--- config.mk ---
export PLATFORM = sky130hd
export DESIGN_NAME = trade_counter_mc
export DESIGN_NICKNAME = d
export VERILOG_FILES = /design/src/rtl/trade_counter_mc.sv
export SDC_FILE = /design/constraint.sdc
export NUM_CORES = 1
export LEC_CHECK = 0
export BUFFER_PORTS_ARGS = -buffer_cell sky130_fd_sc_hd__buf_2
export CORE_MARGIN = 8
export CORE_UTILIZATION = 55
export CTS_CLUSTER_DIAMETER = 30
export DETAILED_ROUTE_END_ITERATION = 16
export HOLD_SLACK_MARGIN = 0.06
export PLACE_DENSITY_LB_ADDON = 0.3
export SYNTH_ARGS = -nofsm -noshare
export SYNTH_HDL_FRONTEND = slang
export SYNTH_SLANG_ARGS = --single-unit
--- constraint.sdc ---
create_clock -name clk -period 11.7 [get_ports clk]
set_clock_uncertainty 0.1 [all_clocks]
set_input_delay 1.17 -clock clk [delete_from_list [all_inputs] [get_ports clk]]
set_output_delay 1.17 -clock clk [all_outputs]
set_load 0.1 [all_outputs]
--- src/rtl/trade_counter_mc.sv ---
// Multi-channel trade counter with per-window rate limit and total-trade halt; counts update 1 cycle after match.
// No backpressure: rejected matches are lost and flagged on dropped the following cycle.
module trade_counter_mc #(
  parameter int NUM_CH     = 4,
  parameter int CNT_W      = 8,
  parameter int MAX_TRADES = 100,
  parameter int WINDOW     = 16,
  parameter int WIN_MAX    = 8
) (
  input  logic                    clk,
  input  logic                    reset_n,
  input  logic                    enable_count,
  input  logic [NUM_CH-1:0]       match_signal,
  input  logic                    resume,
  output logic [NUM_CH*CNT_W-1:0] ch_count,
  output logic [CNT_W-1:0]        trade_count,
  output logic                    throttle,
  output logic                    halt_signal,
  output logic                    dropped
);

  localparam int WC_W = $clog2(WINDOW);
  localparam logic [CNT_W-1:0] MAX_C    = CNT_W'(MAX_TRADES);
  localparam logic [CNT_W-1:0] WIN_C    = CNT_W'(WIN_MAX);
  localparam logic [WC_W-1:0]  WIN_LAST = WC_W'(WINDOW - 1);

  typedef enum logic [1:0] {RUN, THROTTLE, HALT} state_t;

  state_t                       state, nxt_state;
  logic [NUM_CH-1:0][CNT_W-1:0] ch_cnt;
  logic [CNT_W-1:0]             win_trades;
  logic [WC_W-1:0]              win_cyc;

  logic [NUM_CH-1:0] acc_mask;
  logic [CNT_W-1:0]  acc_n, limit, room_tot, room_win, new_tc, new_wt;
  logic              win_last;

  assign ch_count = ch_cnt;
  assign win_last = (win_cyc == WIN_LAST);
  assign room_tot = MAX_C - trade_count;
  assign room_win = WIN_C - win_trades;
  assign new_tc   = trade_count + acc_n;
  assign new_wt   = win_trades + acc_n;

  // Grant offered bits in ascending channel order until the tighter budget runs out.
  always_comb begin
    acc_mask = '0;
    acc_n    = '0;
    limit    = (room_tot < room_win) ? room_tot : room_win;
    if (state == RUN && enable_count) begin
      for (int i = 0; i < NUM_CH; i++) begin
        if (match_signal[i] && acc_n < limit) begin
          acc_mask[i] = 1'b1;
          acc_n       = acc_n + CNT_W'(1);
        end
      end
    end
  end

  always_comb begin
    nxt_state = state;
    case (state)
      RUN: begin
        if (new_tc == MAX_C)
          nxt_state = HALT;
        else if (new_wt == WIN_C && !win_last)
          nxt_state = THROTTLE;
      end
      THROTTLE: if (win_last) nxt_state = RUN;
      HALT:     if (resume) nxt_state = RUN;
      default:  nxt_state = RUN;
    endcase
  end

  always_ff @(posedge clk or negedge reset_n) begin
    if (!reset_n) begin
      state       <= RUN;
      ch_cnt      <= '0;
      trade_count <= '0;
      win_trades  <= '0;
      win_cyc     <= '0;
      throttle    <= 1'b0;
      halt_signal <= 1'b0;
      dropped     <= 1'b0;
    end else begin
      state       <= nxt_state;
      throttle    <= (nxt_state == THROTTLE);
      halt_signal <= (nxt_state == HALT);
      dropped     <= enable_count && |(match_signal & ~acc_mask);
      win_cyc     <= win_last ? '0 : win_cyc + WC_W'(1);
      // Trades accepted on the wrap cycle belong to the window that is ending.
      win_trades  <= win_last ? '0 : new_wt;
      trade_count <= new_tc;
      for (int i = 0; i < NUM_CH; i++) begin
        if (acc_mask[i]) ch_cnt[i] <= ch_cnt[i] + CNT_W'(1);
      end
      if (state == HALT && resume) begin
        ch_cnt      <= '0;
        trade_count <= '0;
        win_trades  <= '0;
        win_cyc     <= '0;
      end
    end
  end

endmodule

Word-level counts from Yosys, hierarchy flattened:

Cells that the tools add are included.

* output and inout port bits: 43
* flip-flop bits (word level): 57
* bits of input ports: 8
* logic and storage cells: 81

* $add $sub $neg: 12
* order comparisons: 5
* eq/ne operators: 7
* multiplexer cells: 29
* bitwise logic cells: 2
* reduce and logical (&&, ||, !) cells: 15

Operator list (count)
* 8-bit two-way mux: 15
* 8-bit by 1-bit adder with 8-bit output, second input constant: 7
* 8-bit less-than comparator: 4
* 32-bit two-way mux: 1
* 8-bit adder: 2
* 4-bit two-way mux: 3
* 8-bit by 4-bit == test with 1-bit output, second input constant: 1
* 8-bit by 7-bit == test with 1-bit output, second input constant: 1
* 1-bit logical AND: 8
* 1-bit by 8-bit less-than comparator with 1-bit output, first input constant: 1
* 2-bit two-way mux: 4
* 2-bit nonzero test: 4
* 4-bit by 8-bit subtractor with 8-bit output, first input constant: 1
* 7-bit by 8-bit subtractor with 8-bit output, first input constant: 1
* 2-bit case mux with 3 select lines: 1
* 1-bit two-way mux: 5
* 4-bit by 1-bit adder with 4-bit output, second input constant: 1
* 4-bit bitwise AND: 1
* 2-bit by 1-bit == test with 1-bit output, second input constant: 2
* 2-bit == test, second input constant: 2
* 4-bit == test, second input constant: 1
* 4-bit NOT: 1
* 4-bit OR reduction: 1
* 2-bit zero test: 1
* 1-bit zero test: 1

Longest topological paths before layout:

* depth after elaboration: 26
* depth in mapped cells: 40
* gate-level depth less buffers: 40

Worst setup path after synthesis:

OpenSTA, ideal clock, no wires.

* path type: register to register
* start point: reg trade_count[0]
* end point: reg halt_signal
* data arrival time: 9.144 ns
* required time: 11.522 ns
* cell stages (with the launch flop): 37
* setup time: 0.078 ns
* clock period less this slack: 9.321 ns
* path slack: 2.379 ns
* buffers on the path: 1
* cells stage by stage: dfrtp_1 > inv_1 > ha_1 > nor2b_1 > o31ai_1 > xor2_1 > ha_1 > a21o_1 > a21oi_4 > o21ai_4 > mux2i_4 > nand2b_1 > o21ai_0 > ha_1 > clkbuf_1 > nor3_1 > o211ai_1 > a31oi_1 > o21ai_2 > nand2_1 > o21ai_0 > ha_1 > inv_1 > a211oi_1 > a211oi_1 > o21ai_0 > mux2i_1 > nand2b_1 > inv_1 > fa_1 > or4_1 > or4b_2 > nor3_1 > o21ai_0 > a41o_1 > or4_1 > a21oi_1

* word-level cells in the longest chain between the ends: 26
* elaborated cells on any way between the ends: 31
* those cells by class: add/sub (6); order compare (5); eq/ne (3); mux (12); reduce/logical (5)

Ends and longest elaborated chain
* start, declared: RTL line 16 `output logic [CNT_W-1:0] trade_count,`
* start signal, assigned: RTL line 93 `trade_count <= new_tc;`
* 7-bit by 8-bit subtractor with 8-bit output: RTL line 40 `assign room_tot = MAX_C - trade_count;`
* 8-bit less-than comparator: RTL line 49 `limit = (room_tot < room_win) ? room_tot : room_win;`
* 8-bit two-way mux: RTL line 49
* 1-bit by 8-bit less-than comparator with 1-bit output: RTL line 52 `if (match_signal[i] && acc_n < limit) begin`
* 1-bit logical AND: RTL line 52
* 1-bit two-way mux: RTL line 52
* 8-bit two-way mux: RTL line 50 `if (state == RUN && enable_count) begin`
* 8-bit less-than comparator: RTL line 52
* (+10 left out)
* 8-bit two-way mux: RTL line 50
* 8-bit adder: RTL line 43 `assign new_wt = win_trades + acc_n;`
* 8-bit by 4-bit == test with 1-bit output: RTL line 66 `else if (new_wt == WIN_C && !win_last)`
* 1-bit logical AND: RTL line 66
* 2-bit two-way mux: RTL line 66
* 2-bit two-way mux *: RTL line 64 `if (new_tc == MAX_C)`
* 2-bit case mux with 3 select lines *: RTL line 62 `case (state)`
* 2-bit == test *: RTL line 88 `halt_signal <= (nxt_state == HALT);`
* end signal, assigned: RTL line 88
* end, declared: RTL line 18 `output logic halt_signal,`

Every way passes the cells marked *; elsewhere a longest branch is shown, timed or not. The select of a mux whose other input is x is not followed.
A chain may end at the register's enable or synchronous reset.

Worst setup path after layout:

* start point: reg trade_count[1]
* end point: reg state[1]

* word-level cells in the longest chain between the ends: 25
* elaborated cells on any way between the ends: 30
* those cells by class: add/sub (6); order compare (5); eq/ne (2); mux (12); reduce/logical (5)

Ends and longest elaborated chain
* 7-bit by 8-bit subtractor with 8-bit output: RTL line 40
* 8-bit less-than comparator: RTL line 49
* 8-bit two-way mux: RTL line 49
* 1-bit by 8-bit less-than comparator with 1-bit output: RTL line 52
* 1-bit logical AND: RTL line 52
* 1-bit two-way mux: RTL line 52
* 8-bit two-way mux: RTL line 50
* 8-bit less-than comparator: RTL line 52
* (+10 left out)
* 8-bit two-way mux: RTL line 50
* 8-bit adder: RTL line 43
* 8-bit by 4-bit == test with 1-bit output: RTL line 66
* 1-bit logical AND: RTL line 66
* 2-bit two-way mux: RTL line 66
* 2-bit two-way mux *: RTL line 64
* 2-bit case mux with 3 select lines *: RTL line 62
* via nxt_state[1]: RTL line 29 `state_t state, nxt_state;`
* end signal, assigned: RTL line 86 `state <= nxt_state;`
* end, declared: RTL line 29

The timed path passes the listed nets; every way through them passes the cells marked *. The select of a mux whose other input is x is not followed.

==> reports/metrics.cfg <==
[critical_path]
cp_slowest_cell = or4b_2
cp.required_ns = 11.87
worstPathArrival_ns = 9.76
slowest_delay_ns = 0.69
crit_path_start_kind = flop
r2r_start = trade_count[1]
r2r-end = state[1]
r2r_slack_ns = 2.11
reg2reg_depth = 35
worstSetupPathType = reg -> reg
cp_max_fo = 9
crit_path_end_kind = flop

[final_layout]
area_growth_pct = 12.3
nFillCells = 652
final_cells = 623
layout.nets = 551
antenna_cells = 0
final_area_um2 = 4720
drive_gt1_share_pct = 18.2

[clock_network]
hold_buffers = 0
ctsLongestPathBuffers = 2
path_clk_slew_ns = 0.07
htree_levels = 3
cts_made_buffers = 9
clock-sinks = 57
cts_resized = 0
clk_latency_ns = 0.34
root_buffer = clkbuf_8
cts_tree = built
cts_setup_buffers = 0

[floorplan]
die_h_um = 103
io_pins = 51
start_util_pct = 55.5
placementRows = 32
die_w_um = 103
core_um2 = 7570
die_area_um2 = 10700

[run]
drv_cap = 0

[route]
remaining_drc_errors = 0
ant_nets = 0
vias_per_cell = 5.84
dr.pass1.iters = 6
vias = 3639
post_drt_wl_per_cell_um = 16.8
drtIter0Drc = 237
drt_wl_total_mm = 10.4

[logic_synthesis]
synthesis.instances = 471
seq_area_frac_synth_pct = 33.9
ys_seq_elements = 57
yosys_warnings = 0
avgSynthCellArea_um2 = 8.92
synth_area_um2 = 4200
synth_edf_count = 0
yosys_most_used_dff = dfrtp_1
synthArstFlopShare_pct = 100
ys_types = 76

[sta]
fin_crit_sh_pct = 82.0
finalMaxSlewViolations = 0
hold_viol_final = 0
slew_headroom_pct = 50.9
setup_tns_ns = 0
post-route-min-period_ns = 9.59
setup_viol = 0
tightest_slew_ns = 0.736
rsz0062_at_grt = false
max_freq_mhz = 104

[worst_hold_path]
min_to = win_cyc[0]
hold_path_class = reg -> reg
holdPathStages = 1
hp-start = win_cyc[0]

[placed_design]
hpwl_mm = 7.87
gp_congestion = 0.953
port_buffers = 50
dpl-instance-area_um2 = 4520
dp_cells = 607

[global_routing]
grt_overflow_total = 0
grt_pass1_vias = 3594
grt_pass1_wl_mm = 17.4
antenna_found_initial = 0
grt_max_degree = 58
track_usage_pct = 21.1

[status]
status = finished, final reports clean

registers in the layout (all words and copies together) (netlist names):
| signal | count |
|---|---|
| dropped | 1 |
| ch_count | 32 |
| state | 2 |
| trade_count | 8 |
| win_cyc | 4 |
| halt_signal | 1 |
| throttle | 1 |
| win_trades | 8 |
cell families after synthesis:
group / Yosys count / share of synthesized area [%]
AO/OA/AOI/OAI: 98 / 17.5
AND/OR/NAND/NOR: 190 / 22.9
flip-flops: 57 / 33.9
adder cells (fa/ha/maj): 28 / 8.67
buffers and inverters: 36 / 3.37
multiplexers: 8 / 2.29
XOR/XNOR: 53 / 11.2
other: 1 / 0.0893
cell type report:
class	count	area [um^2]	area share [%]
sequential	57	1430	30.2
tap	102	128	2.70
multi-input combinational	379	2640	55.9
timing repair buffer	52	265	5.62
inverter	17	63.8	1.35
clock inverter	5	55.1	1.17
clock buffer	11	141	3.00
cells in the mapped netlist (2+ instances only):
library cell / instances / area share [%]
o31ai_1: 5 / 0.89
xnor2_1: 20 / 4.2
o21a_1: 6 / 1.1
nand4_1: 8 / 1.2
or4_1: 3 / 0.54
nor3_1: 9 / 1.1
o2111a_1: 3 / 0.80
buf_2: 2 / 0.24
nor2_1: 60 / 5.4
a21boi_0: 2 / 0.36
a21oi_1: 14 / 1.7
and3_1: 9 / 1.3
xor2_1: 32 / 6.7
clkbuf_1: 16 / 1.4
nor4_1: 3 / 0.45
nand2b_1: 10 / 1.5
o21ai_2: 2 / 0.42
o21ai_1: 2 / 0.24
o221ai_1: 2 / 0.42
inv_1: 17 / 1.5
nand3_1: 28 / 3.3
nor4_4: 2 / 1.0
and2_1: 6 / 0.89
a21o_1: 3 / 0.54
or2_2: 5 / 0.74
o21ai_0: 20 / 2.4
nand2_1: 36 / 3.2
o211ai_1: 6 / 1.1
fa_1: 2 / 0.95
mux2i_1: 6 / 1.4
a211oi_1: 4 / 0.71
dfrtp_1: 57 / 34
ha_1: 25 / 7.4
a31oi_1: 4 / 0.60
critical path: cells and delay by family (launching register included):
family / cells / cell delay [ns]
adders and majority gates: 5 / 1.81
buffers and inverters: 3 / 0.27
xor gates and xnor gates: 1 / 0.34
muxes: 2 / 0.52
DFF: 1 / 0.49
and+or+nand+nor: 9 / 2.51
AOI/OAI and AO/OA: 15 / 3.48
layer usage:
layer | global-route usage (%) | up-vias | routed length (um) | share of wire [%]
met4 | 8.12 | 0 | 289 | 2.8
met2 | 33.6 | 107 | 4820 | 46
met3 | 5.96 | 23 | 555 | 5.3
met1 | 26.4 | 1743 | 4770 | 46
met5 | 0 | - | 0 | 0
li1 | - | 1766 | - | -
layout by cell type (no fill, tap or decap), types with 14 or more instances in the layout:
cell / count
o21ai_0: 20
nor2_1: 59
xnor2_1: 20
nand2_1: 36
inv_1: 17
xor2_1: 32
nand3_1: 28
buf_2: 50
a21oi_1: 14
ha_1: 25
dfrtp_1: 57
worst max-delay path by stage:
stage	cells after the start	endpoint	slack, ns	start
2_1_floorplan	36	halt_signal	2.38	trade_count[0]
3_3_place_gp	35	halt_signal	2.53	trade_count[1]
3_5_place_dp	35	state[1]	2.19	trade_count[1]
4_1_cts	35	state[1]	2.15	trade_count[1]
5_1_grt	35	state[1]	1.14	trade_count[1]
6_report	35	state[1]	2.11	trade_count[1]
per-stage QoR:
step	hold slack [ns]	setup WS (ns)	utilization, %
floorplan	0.333	2.38	-
global placement	0.347	2.53	59.8
detailed placement	0.352	2.19	59.8
CTS	0.362	2.15	62.4
global route	0.395	1.14	62.4
finish	0.357	2.11	62.4
Power is not shown: default switching activity piles up to over one toggle a cycle in this logic, so the estimate is an artifact.
